## config.mk

```make
export PLATFORM = sky130hd
export DESIGN_NAME = sdram_port_arbiter_flat
export DESIGN_NICKNAME = d
export VERILOG_FILES = /design/src/rtl/sdram_port_arbiter_if.sv /design/src/rtl/sdram_port_arbiter.sv /design/src/flat_wrapper.sv
export SDC_FILE = /design/constraint.sdc
export NUM_CORES = 1
export LEC_CHECK = 0
export BUFFER_PORTS_ARGS = -buffer_cell sky130_fd_sc_hd__buf_4
export CAP_MARGIN = 20
export CORE_AREA = 2 2 168 170
export CTS_BUF_LIST = sky130_fd_sc_hd__clkbuf_2
export CTS_CLUSTER_DIAMETER = 30
export DETAILED_ROUTE_END_ITERATION = 8
export DIE_AREA = 0 0 170 172
export GPL_TIMING_DRIVEN = 0
export SLEW_MARGIN = 20
export SYNTH_ARGS = -nofsm -noshare
export SYNTH_HDL_FRONTEND = slang
export SYNTH_SLANG_ARGS = --single-unit
```

## constraint.sdc

```tcl
create_clock -name clk -period 1.84 [get_ports clk]
set_input_delay 0.184 -clock clk [delete_from_list [all_inputs] [get_ports clk]]
set_output_delay 0.184 -clock clk [all_outputs]
set_load 0.03 [all_outputs]
```

## src/rtl/sdram_port_arbiter_if.sv

```systemverilog
// Bus bundle between the three SDRAM masters, the port arbiter and the SDRAM controller.
// slave = arbiter view; master = view of the masters plus controller around it.
interface sdram_port_arbiter_if #(
    parameter int ADDR_W = 24,
    parameter int DATA_W = 16
);
    logic                  m0_rd_req;
    logic [ADDR_W-1:0]     m0_addr;
    logic                  m0_done;

    logic                  m1_rd_req;
    logic                  m1_wr_req;
    logic [ADDR_W-1:0]     m1_addr;
    logic [4*DATA_W-1:0]   m1_wr_data;
    logic                  m1_done;

    logic                  m2_rd_req;
    logic                  m2_wr_req;
    logic [ADDR_W-1:0]     m2_addr;
    logic [4*DATA_W-1:0]   m2_wr_data;
    logic                  m2_done;

    logic [4*DATA_W-1:0]   rd_data;

    logic                  sdram_rd_req;
    logic                  sdram_wr_req;
    logic [ADDR_W-1:0]     sdram_addr;
    logic [4*DATA_W-1:0]   sdram_wr_data;
    logic                  sdram_rd_done;
    logic                  sdram_wr_done;
    logic [4*DATA_W-1:0]   sdram_rd_data;

    logic                  err;
    logic [1:0]            grant;

    modport slave (
        input  m0_rd_req, m0_addr,
        input  m1_rd_req, m1_wr_req, m1_addr, m1_wr_data,
        input  m2_rd_req, m2_wr_req, m2_addr, m2_wr_data,
        input  sdram_rd_done, sdram_wr_done, sdram_rd_data,
        output m0_done, m1_done, m2_done, rd_data,
        output sdram_rd_req, sdram_wr_req, sdram_addr, sdram_wr_data,
        output err, grant
    );

    modport master (
        output m0_rd_req, m0_addr,
        output m1_rd_req, m1_wr_req, m1_addr, m1_wr_data,
        output m2_rd_req, m2_wr_req, m2_addr, m2_wr_data,
        output sdram_rd_done, sdram_wr_done, sdram_rd_data,
        input  m0_done, m1_done, m2_done, rd_data,
        input  sdram_rd_req, sdram_wr_req, sdram_addr, sdram_wr_data,
        input  err, grant
    );
endinterface

```

## src/rtl/sdram_port_arbiter.sv

```systemverilog
// Three-master arbiter for the single 4-word-burst SDRAM controller port (M0 fixed priority, M1/M2 round-robin).
// Optional BUSY watchdog enabled by defining SDRAM_ARB_TIMEOUT_EN.
//
// state | meaning
// IDLE  | pick a winner, latch its address/data/direction
// BUSY  | controller request held until the matching done
// DONE  | one-cycle done pulse to the owner, round-robin update
// GAP   | idle cycle so the owner can drop its request
module sdram_port_arbiter #(
    parameter int ADDR_W         = 24,
    parameter int DATA_W         = 16,
    parameter int TIMEOUT_CYCLES = 4096
) (
    input  logic              clk,
    input  logic              rst_n,
    sdram_port_arbiter_if.slave bus
);
    localparam int BW = 4*DATA_W;

    typedef enum logic [1:0] {IDLE, BUSY, DONE, GAP} state_t;

    state_t            state, state_nxt;
    logic              rd_q, rd_nxt;
    logic              wr_q, wr_nxt;
    logic [ADDR_W-1:0] addr_q, addr_nxt;
    logic [BW-1:0]     wd_q, wd_nxt;
    logic [BW-1:0]     rdata_q, rdata_nxt;
    logic [2:0]        done_q, done_nxt;
    logic              err_q, err_nxt;
    logic [1:0]        grant_q, grant_nxt;
    logic              rr_q, rr_nxt;        // 1: M2 was served last

    logic              sel_valid;
    logic [1:0]        sel;
    logic              sel_rd, sel_wr;
    logic [ADDR_W-1:0] sel_addr;
    logic [BW-1:0]     sel_wd;
    logic              m1_any, m2_any;
    logic [2:0]        owner_oh;

`ifdef SDRAM_ARB_TIMEOUT_EN
    localparam logic [15:0] TMR_LOAD = 16'(TIMEOUT_CYCLES - 1);
    logic [15:0]       tmr_q, tmr_nxt;
`else
    logic              unused_timeout;
    assign unused_timeout = ^TIMEOUT_CYCLES;
`endif

    assign m1_any = bus.m1_rd_req | bus.m1_wr_req;
    assign m2_any = bus.m2_rd_req | bus.m2_wr_req;

    always_ff @(posedge clk) begin
        if (!rst_n) begin
            state   <= IDLE;
            rd_q    <= 1'b0;
            wr_q    <= 1'b0;
            addr_q  <= '0;
            wd_q    <= '0;
            rdata_q <= '0;
            done_q  <= '0;
            err_q   <= 1'b0;
            grant_q <= 2'd3;
            rr_q    <= 1'b1;
`ifdef SDRAM_ARB_TIMEOUT_EN
            tmr_q   <= '0;
`endif
        end else begin
            state   <= state_nxt;
            rd_q    <= rd_nxt;
            wr_q    <= wr_nxt;
            addr_q  <= addr_nxt;
            wd_q    <= wd_nxt;
            rdata_q <= rdata_nxt;
            done_q  <= done_nxt;
            err_q   <= err_nxt;
            grant_q <= grant_nxt;
            rr_q    <= rr_nxt;
`ifdef SDRAM_ARB_TIMEOUT_EN
            tmr_q   <= tmr_nxt;
`endif
        end
    end

    always_comb begin
        state_nxt = state;
        rd_nxt    = rd_q;
        wr_nxt    = wr_q;
        addr_nxt  = addr_q;
        wd_nxt    = wd_q;
        rdata_nxt = rdata_q;
        done_nxt  = '0;
        err_nxt   = err_q;
        grant_nxt = grant_q;
        rr_nxt    = rr_q;
        sel_valid = 1'b0;
        sel       = 2'd3;
        sel_rd    = 1'b0;
        sel_wr    = 1'b0;
        sel_addr  = '0;
        sel_wd    = '0;
        owner_oh  = '0;
`ifdef SDRAM_ARB_TIMEOUT_EN
        tmr_nxt   = tmr_q;
`endif

        case (grant_q)
            2'd0:    owner_oh = 3'b001;
            2'd1:    owner_oh = 3'b010;
            2'd2:    owner_oh = 3'b100;
            default: owner_oh = 3'b000;
        endcase

        case (state)
            IDLE: begin
                if (bus.m0_rd_req) begin
                    sel_valid = 1'b1;
                    sel       = 2'd0;
                    sel_rd    = 1'b1;
                    sel_addr  = bus.m0_addr;
                end else if (m1_any && (!m2_any || rr_q)) begin
                    sel_valid = 1'b1;
                    sel       = 2'd1;
                    sel_rd    = bus.m1_rd_req;
                    sel_wr    = bus.m1_wr_req;
                    sel_addr  = bus.m1_addr;
                    sel_wd    = bus.m1_wr_data;
                end else if (m2_any) begin
                    sel_valid = 1'b1;
                    sel       = 2'd2;
                    sel_rd    = bus.m2_rd_req;
                    sel_wr    = bus.m2_wr_req;
                    sel_addr  = bus.m2_addr;
                    sel_wd    = bus.m2_wr_data;
                end
                if (sel_valid) begin
                    // Conflicting direction resolves to a write; misalignment is truncated to the burst boundary.
                    rd_nxt    = sel_rd & ~sel_wr;
                    wr_nxt    = sel_wr;
                    addr_nxt  = {sel_addr[ADDR_W-1:2], 2'b00};
                    wd_nxt    = sel_wd;
                    grant_nxt = sel;
                    err_nxt   = err_q | (sel_rd & sel_wr) | (|sel_addr[1:0]);
                    state_nxt = BUSY;
`ifdef SDRAM_ARB_TIMEOUT_EN
                    tmr_nxt   = TMR_LOAD;
`endif
                end
            end
            BUSY: begin
                if (rd_q && bus.sdram_rd_done) begin
                    rd_nxt    = 1'b0;
                    rdata_nxt = bus.sdram_rd_data;
                    done_nxt  = owner_oh;
                    state_nxt = DONE;
                end else if (wr_q && bus.sdram_wr_done) begin
                    wr_nxt    = 1'b0;
                    done_nxt  = owner_oh;
                    state_nxt = DONE;
                end
`ifdef SDRAM_ARB_TIMEOUT_EN
                else if (tmr_q == '0) begin
                    rd_nxt    = 1'b0;
                    wr_nxt    = 1'b0;
                    rdata_nxt = '0;
                    err_nxt   = 1'b1;
                    done_nxt  = owner_oh;
                    state_nxt = DONE;
                end else begin
                    tmr_nxt   = tmr_q - 16'd1;
                end
`endif
            end
            DONE: begin
                if (grant_q == 2'd1) rr_nxt = 1'b0;
                if (grant_q == 2'd2) rr_nxt = 1'b1;
                grant_nxt = 2'd3;
                state_nxt = GAP;
            end
            GAP: begin
                state_nxt = IDLE;
            end
            default: state_nxt = IDLE;
        endcase
    end

    assign bus.sdram_rd_req  = rd_q;
    assign bus.sdram_wr_req  = wr_q;
    assign bus.sdram_addr    = addr_q;
    assign bus.sdram_wr_data = wd_q;
    assign bus.rd_data       = rdata_q;
    assign bus.m0_done       = done_q[0];
    assign bus.m1_done       = done_q[1];
    assign bus.m2_done       = done_q[2];
    assign bus.err           = err_q;
    assign bus.grant         = grant_q;
endmodule

```

## src/flat_wrapper.sv

```systemverilog
// flat-port wrapper written by rule: the top's interface ports become plain ports
module sdram_port_arbiter_flat 
#(
    parameter int ADDR_W         = 24,
    parameter int DATA_W         = 16,
    parameter int TIMEOUT_CYCLES = 4096
)
  (clk, rst_n, bus_m0_rd_req, bus_m0_addr, bus_m1_rd_req, bus_m1_wr_req, bus_m1_addr, bus_m1_wr_data, bus_m2_rd_req, bus_m2_wr_req, bus_m2_addr, bus_m2_wr_data, bus_sdram_rd_done, bus_sdram_wr_done, bus_sdram_rd_data, bus_m0_done, bus_m1_done, bus_m2_done, bus_rd_data, bus_sdram_rd_req, bus_sdram_wr_req, bus_sdram_addr, bus_sdram_wr_data, bus_err, bus_grant);
  sdram_port_arbiter_if #(.ADDR_W(ADDR_W), .DATA_W(DATA_W)) bus_i ();
  input  logic clk;
  input  logic rst_n;
  input wire logic [$bits(bus_i.m0_rd_req)-1:0] bus_m0_rd_req;
  input wire logic [$bits(bus_i.m0_addr)-1:0] bus_m0_addr;
  input wire logic [$bits(bus_i.m1_rd_req)-1:0] bus_m1_rd_req;
  input wire logic [$bits(bus_i.m1_wr_req)-1:0] bus_m1_wr_req;
  input wire logic [$bits(bus_i.m1_addr)-1:0] bus_m1_addr;
  input wire logic [$bits(bus_i.m1_wr_data)-1:0] bus_m1_wr_data;
  input wire logic [$bits(bus_i.m2_rd_req)-1:0] bus_m2_rd_req;
  input wire logic [$bits(bus_i.m2_wr_req)-1:0] bus_m2_wr_req;
  input wire logic [$bits(bus_i.m2_addr)-1:0] bus_m2_addr;
  input wire logic [$bits(bus_i.m2_wr_data)-1:0] bus_m2_wr_data;
  input wire logic [$bits(bus_i.sdram_rd_done)-1:0] bus_sdram_rd_done;
  input wire logic [$bits(bus_i.sdram_wr_done)-1:0] bus_sdram_wr_done;
  input wire logic [$bits(bus_i.sdram_rd_data)-1:0] bus_sdram_rd_data;
  output wire logic [$bits(bus_i.m0_done)-1:0] bus_m0_done;
  output wire logic [$bits(bus_i.m1_done)-1:0] bus_m1_done;
  output wire logic [$bits(bus_i.m2_done)-1:0] bus_m2_done;
  output wire logic [$bits(bus_i.rd_data)-1:0] bus_rd_data;
  output wire logic [$bits(bus_i.sdram_rd_req)-1:0] bus_sdram_rd_req;
  output wire logic [$bits(bus_i.sdram_wr_req)-1:0] bus_sdram_wr_req;
  output wire logic [$bits(bus_i.sdram_addr)-1:0] bus_sdram_addr;
  output wire logic [$bits(bus_i.sdram_wr_data)-1:0] bus_sdram_wr_data;
  output wire logic [$bits(bus_i.err)-1:0] bus_err;
  output wire logic [$bits(bus_i.grant)-1:0] bus_grant;
  assign bus_i.m0_rd_req = bus_m0_rd_req;
  assign bus_i.m0_addr = bus_m0_addr;
  assign bus_i.m1_rd_req = bus_m1_rd_req;
  assign bus_i.m1_wr_req = bus_m1_wr_req;
  assign bus_i.m1_addr = bus_m1_addr;
  assign bus_i.m1_wr_data = bus_m1_wr_data;
  assign bus_i.m2_rd_req = bus_m2_rd_req;
  assign bus_i.m2_wr_req = bus_m2_wr_req;
  assign bus_i.m2_addr = bus_m2_addr;
  assign bus_i.m2_wr_data = bus_m2_wr_data;
  assign bus_i.sdram_rd_done = bus_sdram_rd_done;
  assign bus_i.sdram_wr_done = bus_sdram_wr_done;
  assign bus_i.sdram_rd_data = bus_sdram_rd_data;
  assign bus_m0_done = bus_i.m0_done;
  assign bus_m1_done = bus_i.m1_done;
  assign bus_m2_done = bus_i.m2_done;
  assign bus_rd_data = bus_i.rd_data;
  assign bus_sdram_rd_req = bus_i.sdram_rd_req;
  assign bus_sdram_wr_req = bus_i.sdram_wr_req;
  assign bus_sdram_addr = bus_i.sdram_addr;
  assign bus_sdram_wr_data = bus_i.sdram_wr_data;
  assign bus_err = bus_i.err;
  assign bus_grant = bus_i.grant;
  sdram_port_arbiter #(.ADDR_W(ADDR_W), .DATA_W(DATA_W), .TIMEOUT_CYCLES(TIMEOUT_CYCLES)) u_core (.clk(clk), .rst_n(rst_n), .bus(bus_i));
endmodule
```

-- Word level (Yosys, flattened, before mapping)
Index checks and enable logic that the tools add are counted.
- bits in registers: 161
- output and inout port bits: 160
- input port bits: 273
- logic and storage cells: 86
- bitwise operators: 7
- muxes and demuxes: 40
- reductions and logical operators: 19
- equality and inequality tests: 10
- operators by type and width (kind ; number):
    64-bit 2-to-1 mux ; 3
    24-bit 2-to-1 mux ; 4
    1-bit 2-to-1 mux ; 20
    2-bit 2-to-1 mux ; 6
    2-bit AND reduction ; 6
    3-bit one-hot mux with 3 select lines ; 1
    2-bit one-hot mux with 4 select lines ; 1
    2-bit equality test, second input constant ; 3
    3-bit 2-to-1 mux ; 2
    2-bit nonzero test ; 3
    2-bit by 1-bit equality test with 1-bit output, second input constant ; 2
    2-bit logical NOT ; 2
    2-bit by 1-bit != test with 1-bit output, second input constant ; 2
    2-bit != test, second input constant ; 2
    1-bit OR ; 4
    1-bit one-hot mux with 2 select lines ; 2
    2-bit one-hot mux with 2 select lines ; 1
    4-bit AND reduction ; 1
    1-bit logical AND ; 3
    3-bit by 1-bit != test with 1-bit output, second input constant ; 1
    3-bit AND reduction ; 1
    1-bit AND ; 2
    2-bit OR reduction ; 1
    1-bit logical NOT ; 1
    2 further kinds ; 2

-- Logic depth before layout (Yosys ltp)
- depth after elaboration: 11
- mapped depth: 8
- mapped depth without buffers: 6

-- Least setup slack after synthesis
Ideal clock, no wire load.
- path kind: flip-flop to flip-flop
- start point: reg u_core.state[1]
- end point: reg u_core.rdata_q[25] (netlist: u_core.bus.rd_data[25])
- path buffers: 3
- required time: 1.770 ns
- setup time: 0.070 ns
- clock period less this slack: 1.630 ns
- stages on the path, launching flop included: 9
- data arrival time: 1.560 ns
- slack: 0.210 ns
- cells stage by stage: dfxtp_1 -> inv_1 -> ha_1 -> clkbuf_1 -> nand3_1 -> clkbuf_1 -> buf_1 -> nand2_1 -> a21oi_1
- longest elaborated chain between the ends: 2
- RTL lines (element ; RTL line ; text):
    from (decl) ; sdram_port_arbiter.sv:22 ; state_t state, state_nxt;
    from (signal assigned) ; sdram_port_arbiter.sv:68 ; state <= state_nxt;
    2-bit by 1-bit equality test with 1-bit output ; sdram_port_arbiter.sv:113 ; case (state)
    2-bit AND reduction (no source line) ; -- ;
    to (signal assigned) ; sdram_port_arbiter.sv:73 ; rdata_q <= rdata_nxt;
    to (decl) ; sdram_port_arbiter.sv:27 ; logic [BW-1:0] rdata_q, rdata_nxt;
No other way between the ends.
A chain may end at the register's enable or synchronous reset.

-- Worst setup path after layout
- start point: reg u_core.rr_q
- end point: reg u_core.addr_q[10] (netlist: u_core.bus.sdram_addr[10])
- longest elaborated chain between the ends: 6
- elaborated cells on any way between the ends: 9
- classes of those cells: mux (6); reduce/logical (3)
- RTL lines (element ; RTL line ; text):
    from (decl) ; sdram_port_arbiter.sv:31 ; logic rr_q, rr_nxt;
    from (signal assigned) ; sdram_port_arbiter.sv:77 ; rr_q <= rr_nxt;
    1-bit logical OR * ; sdram_port_arbiter.sv:120 ; end else if (m1_any && (!m2_any || rr_q)) begin
    1-bit logical AND * ; sdram_port_arbiter.sv:120 ;
    1-bit 2-to-1 mux ; sdram_port_arbiter.sv:120 ;
    1-bit 2-to-1 mux ; sdram_port_arbiter.sv:115 ; if (bus.m0_rd_req) begin
    1-bit 2-to-1 mux ; sdram_port_arbiter.sv:113 ;
    2-bit AND reduction (no source line) ; -- ;
    to (signal assigned) ; sdram_port_arbiter.sv:71 ; addr_q <= addr_nxt;
    to (decl) ; sdram_port_arbiter.sv:25 ; logic [ADDR_W-1:0] addr_q, addr_nxt;
Every way passes the cells marked *; elsewhere a longest branch is shown, timed or not. The select of a mux whose other input is x is not followed.

==> impl_metrics.toml <==
[status]
status = "complete, no violations"

[global_routing]
overflow = 0
grt_pass1_wl_um = 49700
grtUsageTotal = 0.220
antenna_found_initial = 3
grt_pass1_vias = 8982
grt_start_max_net_pins = 17

[layout]
final_cells = 1824
design_area_mm2 = 0.0135
num-nets-final = 1742
syn_to_final_growth_pct = 105
fill_cells = 2468
drive_above_1_share = 0.371

[logic_synthesis]
yosys.area.top_type = "dfxtp_1"
synthTopCellsByArea = "dfxtp_1 49%, nand2_1 9.1%, o2bb2ai_1 8.5%, a22oi_1 7.5%, a21oi_1 5.2%"
synth-main-ff-cell = "dfxtp_1"
syn_area_per_cell_um2 = 8.89
synthDistinctLibCells = 39
synth_seq_cells = 161
ys_warn_count = 0
synth_top_area_frac = 0.490
syn_inst = 741
async_flop_share = 0
syn-cell-area_mm2 = 0.00658
synth_edf_count = 0
ys_seq_area_frac = 0.490

[sta]
finalCritPeriodShare = 0.974
fmax_mhz = 558
slew_headroom = 0.498
worst_slack_ns = 0.0474
drv_slew = 0
clock-skew-final_ns = 0.0481
setup-tns-final_ns = 0
hold_slack_ns = 0.217
fin_crit_ns = 1.79
setup_viol = 0
hold_viol = 0
worst_pin_slew_ns = 0.753

[critical_path]
worstPathMaxFanout = 10
criticalPathCategory = "reg -> reg"
arrival_ns = 2.42
crit_path_end_kind = "register"
cp.required_ns = 2.46
startpoint_type = "register"

[pwr]
p_switching_w = 0.00500
clkPwrFrac = 0.180
p_sw_frac = 0.414
p_int_w = 0.00709
power.density_mw_per_mm2 = 894
seqPwrFrac = 0.365
cellLeakagePower_nw = 5.82
ir_drop_mv = 0.429
combPwrFrac = 0.455

[clock_network]
clock_path_buffers = 2
cts-root-buf = "clkbuf_2"
h-tree-depth = 4
cts.sinks = 161
cts_tree = "yes"
post_cts_buffers = 0
clk_pin_slew_ns = 0.29
clock_latency_ns = 0.70
cts_inserted_buffers = 17

[floorplanning]
design.core.area_mm2 = 0.0275
initial_core_util = 0.240
num_rows = 61
io_pins = 433
die_x_um = 170
die_y_um = 172
fp.dieArea_mm2 = 0.0292

[route]
drc = 0
wl_met1_um = 13600
via_count = 8667
top_layer = "met4"
first_pass_iters = 5
vias_per_cell = 4.75
wl_met3_um = 2630
wl_met2_um = 17000
wl_per_cell_um = 18.8
drt.antenna.violating_nets = 0
routed_wl_um = 34300
first_iter_violations = 413

[hold_path]
holdCritPathClass = "in -> reg"

[place]
dp_hpwl_um = 23200
gp_congestion = 0.837
portBuffers = 428
dpl_cell_area_mm2 = 0.0102
post-place-ws_ns = -0.358
placedCellCount = 1516

[run]
cap_violations = 0
metrics by stage:
stage                     power, W   util
after global routing        0.0127  0.492
after floorplan            0.00716      -
after detailed placement   0.00924  0.372
final                       0.0121  0.492
after global placement     0.00919  0.372
after CTS                   0.0121  0.486
cell usage after synthesis, drive strengths merged, types with 3 or more instances:
cell,n
a21oi,69
a221oi,23
a22oi,66
and2,5
buf,35
clkbuf,39
dfxtp,161
ha,6
inv,5
nand2,160
nand2b,24
nand3,27
nand4b,3
nor2,6
o22ai,24
o2bb2ai,64
state kept, by name, indices dropped and copies added, names as in the netlist:
register,count
u_core.bus.rd_data,64
u_core.bus.sdram_wr_data,64
u_core.bus.sdram_addr,22
u_core.done_q,3
u_core.bus.grant,2
u_core.state,2
u_core.bus.err,1
u_core.bus.sdram_rd_req,1
u_core.bus.sdram_wr_req,1
u_core.rr_q,1
layer usage:
layer,up-vias,global-route usage
met2,444,0.396
met1,4034,0.244
met5,-,0
li1,4132,-
met4,0,0.0944
met3,57,0.0579
power by group through the flow:
stage | Combinational, W | Clock, W | Sequential (W)
after floorplan | 0.00168 | 0 | 0.00549
after global placement | 0.00474 | 0 | 0.00445
after detailed placement | 0.00478 | 0 | 0.00446
after CTS | 0.00538 | 0.00229 | 0.00440
after global routing | 0.00584 | 0.00241 | 0.00448
final | 0.00550 | 0.00218 | 0.00441
final cells by class:
type / instances / area [um2] / share of cell area
Timing Repair Buffer: 703 / 5970 / 0.441
Sequential cell: 161 / 3230 / 0.239
Antenna cell: 3 / 7.51 / 0.000555
Inverter: 6 / 22.5 / 0.00167
Clock buffer: 17 / 85.1 / 0.00629
Buffer: 73 / 464 / 0.0343
Multi-Input combinational cell: 501 / 3150 / 0.233
Clock inverter: 14 / 173 / 0.0128
Tap cell: 346 / 433 / 0.0320
placed cells by master, fill, tap and decap left out, types with 2 or more instances in the layout:
master and instances:
buf_6 8, clkinvlp_4 2, and3_1 2, mux2i_1 2
inv_6 4, diode_2 3, dlygate4sd3_1 275, buf_2 12
clkbuf_1 16, ha_2 2, clkbuf_4 17, clkinv_4 2
dfxtp_1 160, nand2b_1 24, and2_1 5, o22ai_1 24
nand2_1 160, nand3b_1 2, a22oi_1 53, inv_8 4
nor2_1 5, or2_1 2, nand3_1 27, o2bb2ai_1 64
nand4b_1 3, bufinv_16 2, o211ai_1 2, a22oi_2 13
ha_1 4, a221oi_1 9, a221oi_2 13, buf_1 2
a21oi_1 69, clkbuf_2 26, inv_1 5, buf_4 436
conb_1 2
logic make-up (layout without fill, tap and decap cells):
family                   Yosys count  after routing  synth area share
AO/OA/AOI/OAI                    256            256             0.278
adder cells (fa/ha/maj)            6              6            0.0114
buffers and inverters             80            813            0.0587
flip-flops                       161            161             0.490
multiplexers                       2              2           0.00304
other                              1              5          0.000570
AND/OR/NAND/NOR                  235            235             0.159
final timing paths:
path,startpoint,to,slack [ns],cells past startpoint
setup / recovery,u_core.rr_q$_SDFFE_PN1P_,u_core.bus.sdram_addr[10]$_SDFFE_PN0P_,0.05,6
hold / removal,bus_m0_rd_req,u_core.bus.sdram_rd_req$_SDFFE_PN0P_,0.22,4
setup reg to reg,u_core.rr_q$_SDFFE_PN1P_,u_core.bus.sdram_addr[10]$_SDFFE_PN0P_,0.05,6
hold reg to reg,u_core.bus.rd_data[20]$_SDFFE_PN0P_,u_core.bus.rd_data[20]$_SDFFE_PN0P_,0.48,2
timing repair:
action / in CTS / in global routing
gates resized for setup: 41 / 58
endpoints found under the hold margin: 160 / 0
hold buffers: 275 / 0
endpoints found under the setup margin: 137 / 134
critical path, stage by stage, from the launching register on:
cell	delay, ns
dfxtp_4	0.42
o21bai_1	0.22
and2_1	0.19
clkbuf_4	0.18
clkbuf_8	0.20
a221oi_1	0.38
o22ai_1	0.15
Note: power is estimated with default switching activity, not from simulation.
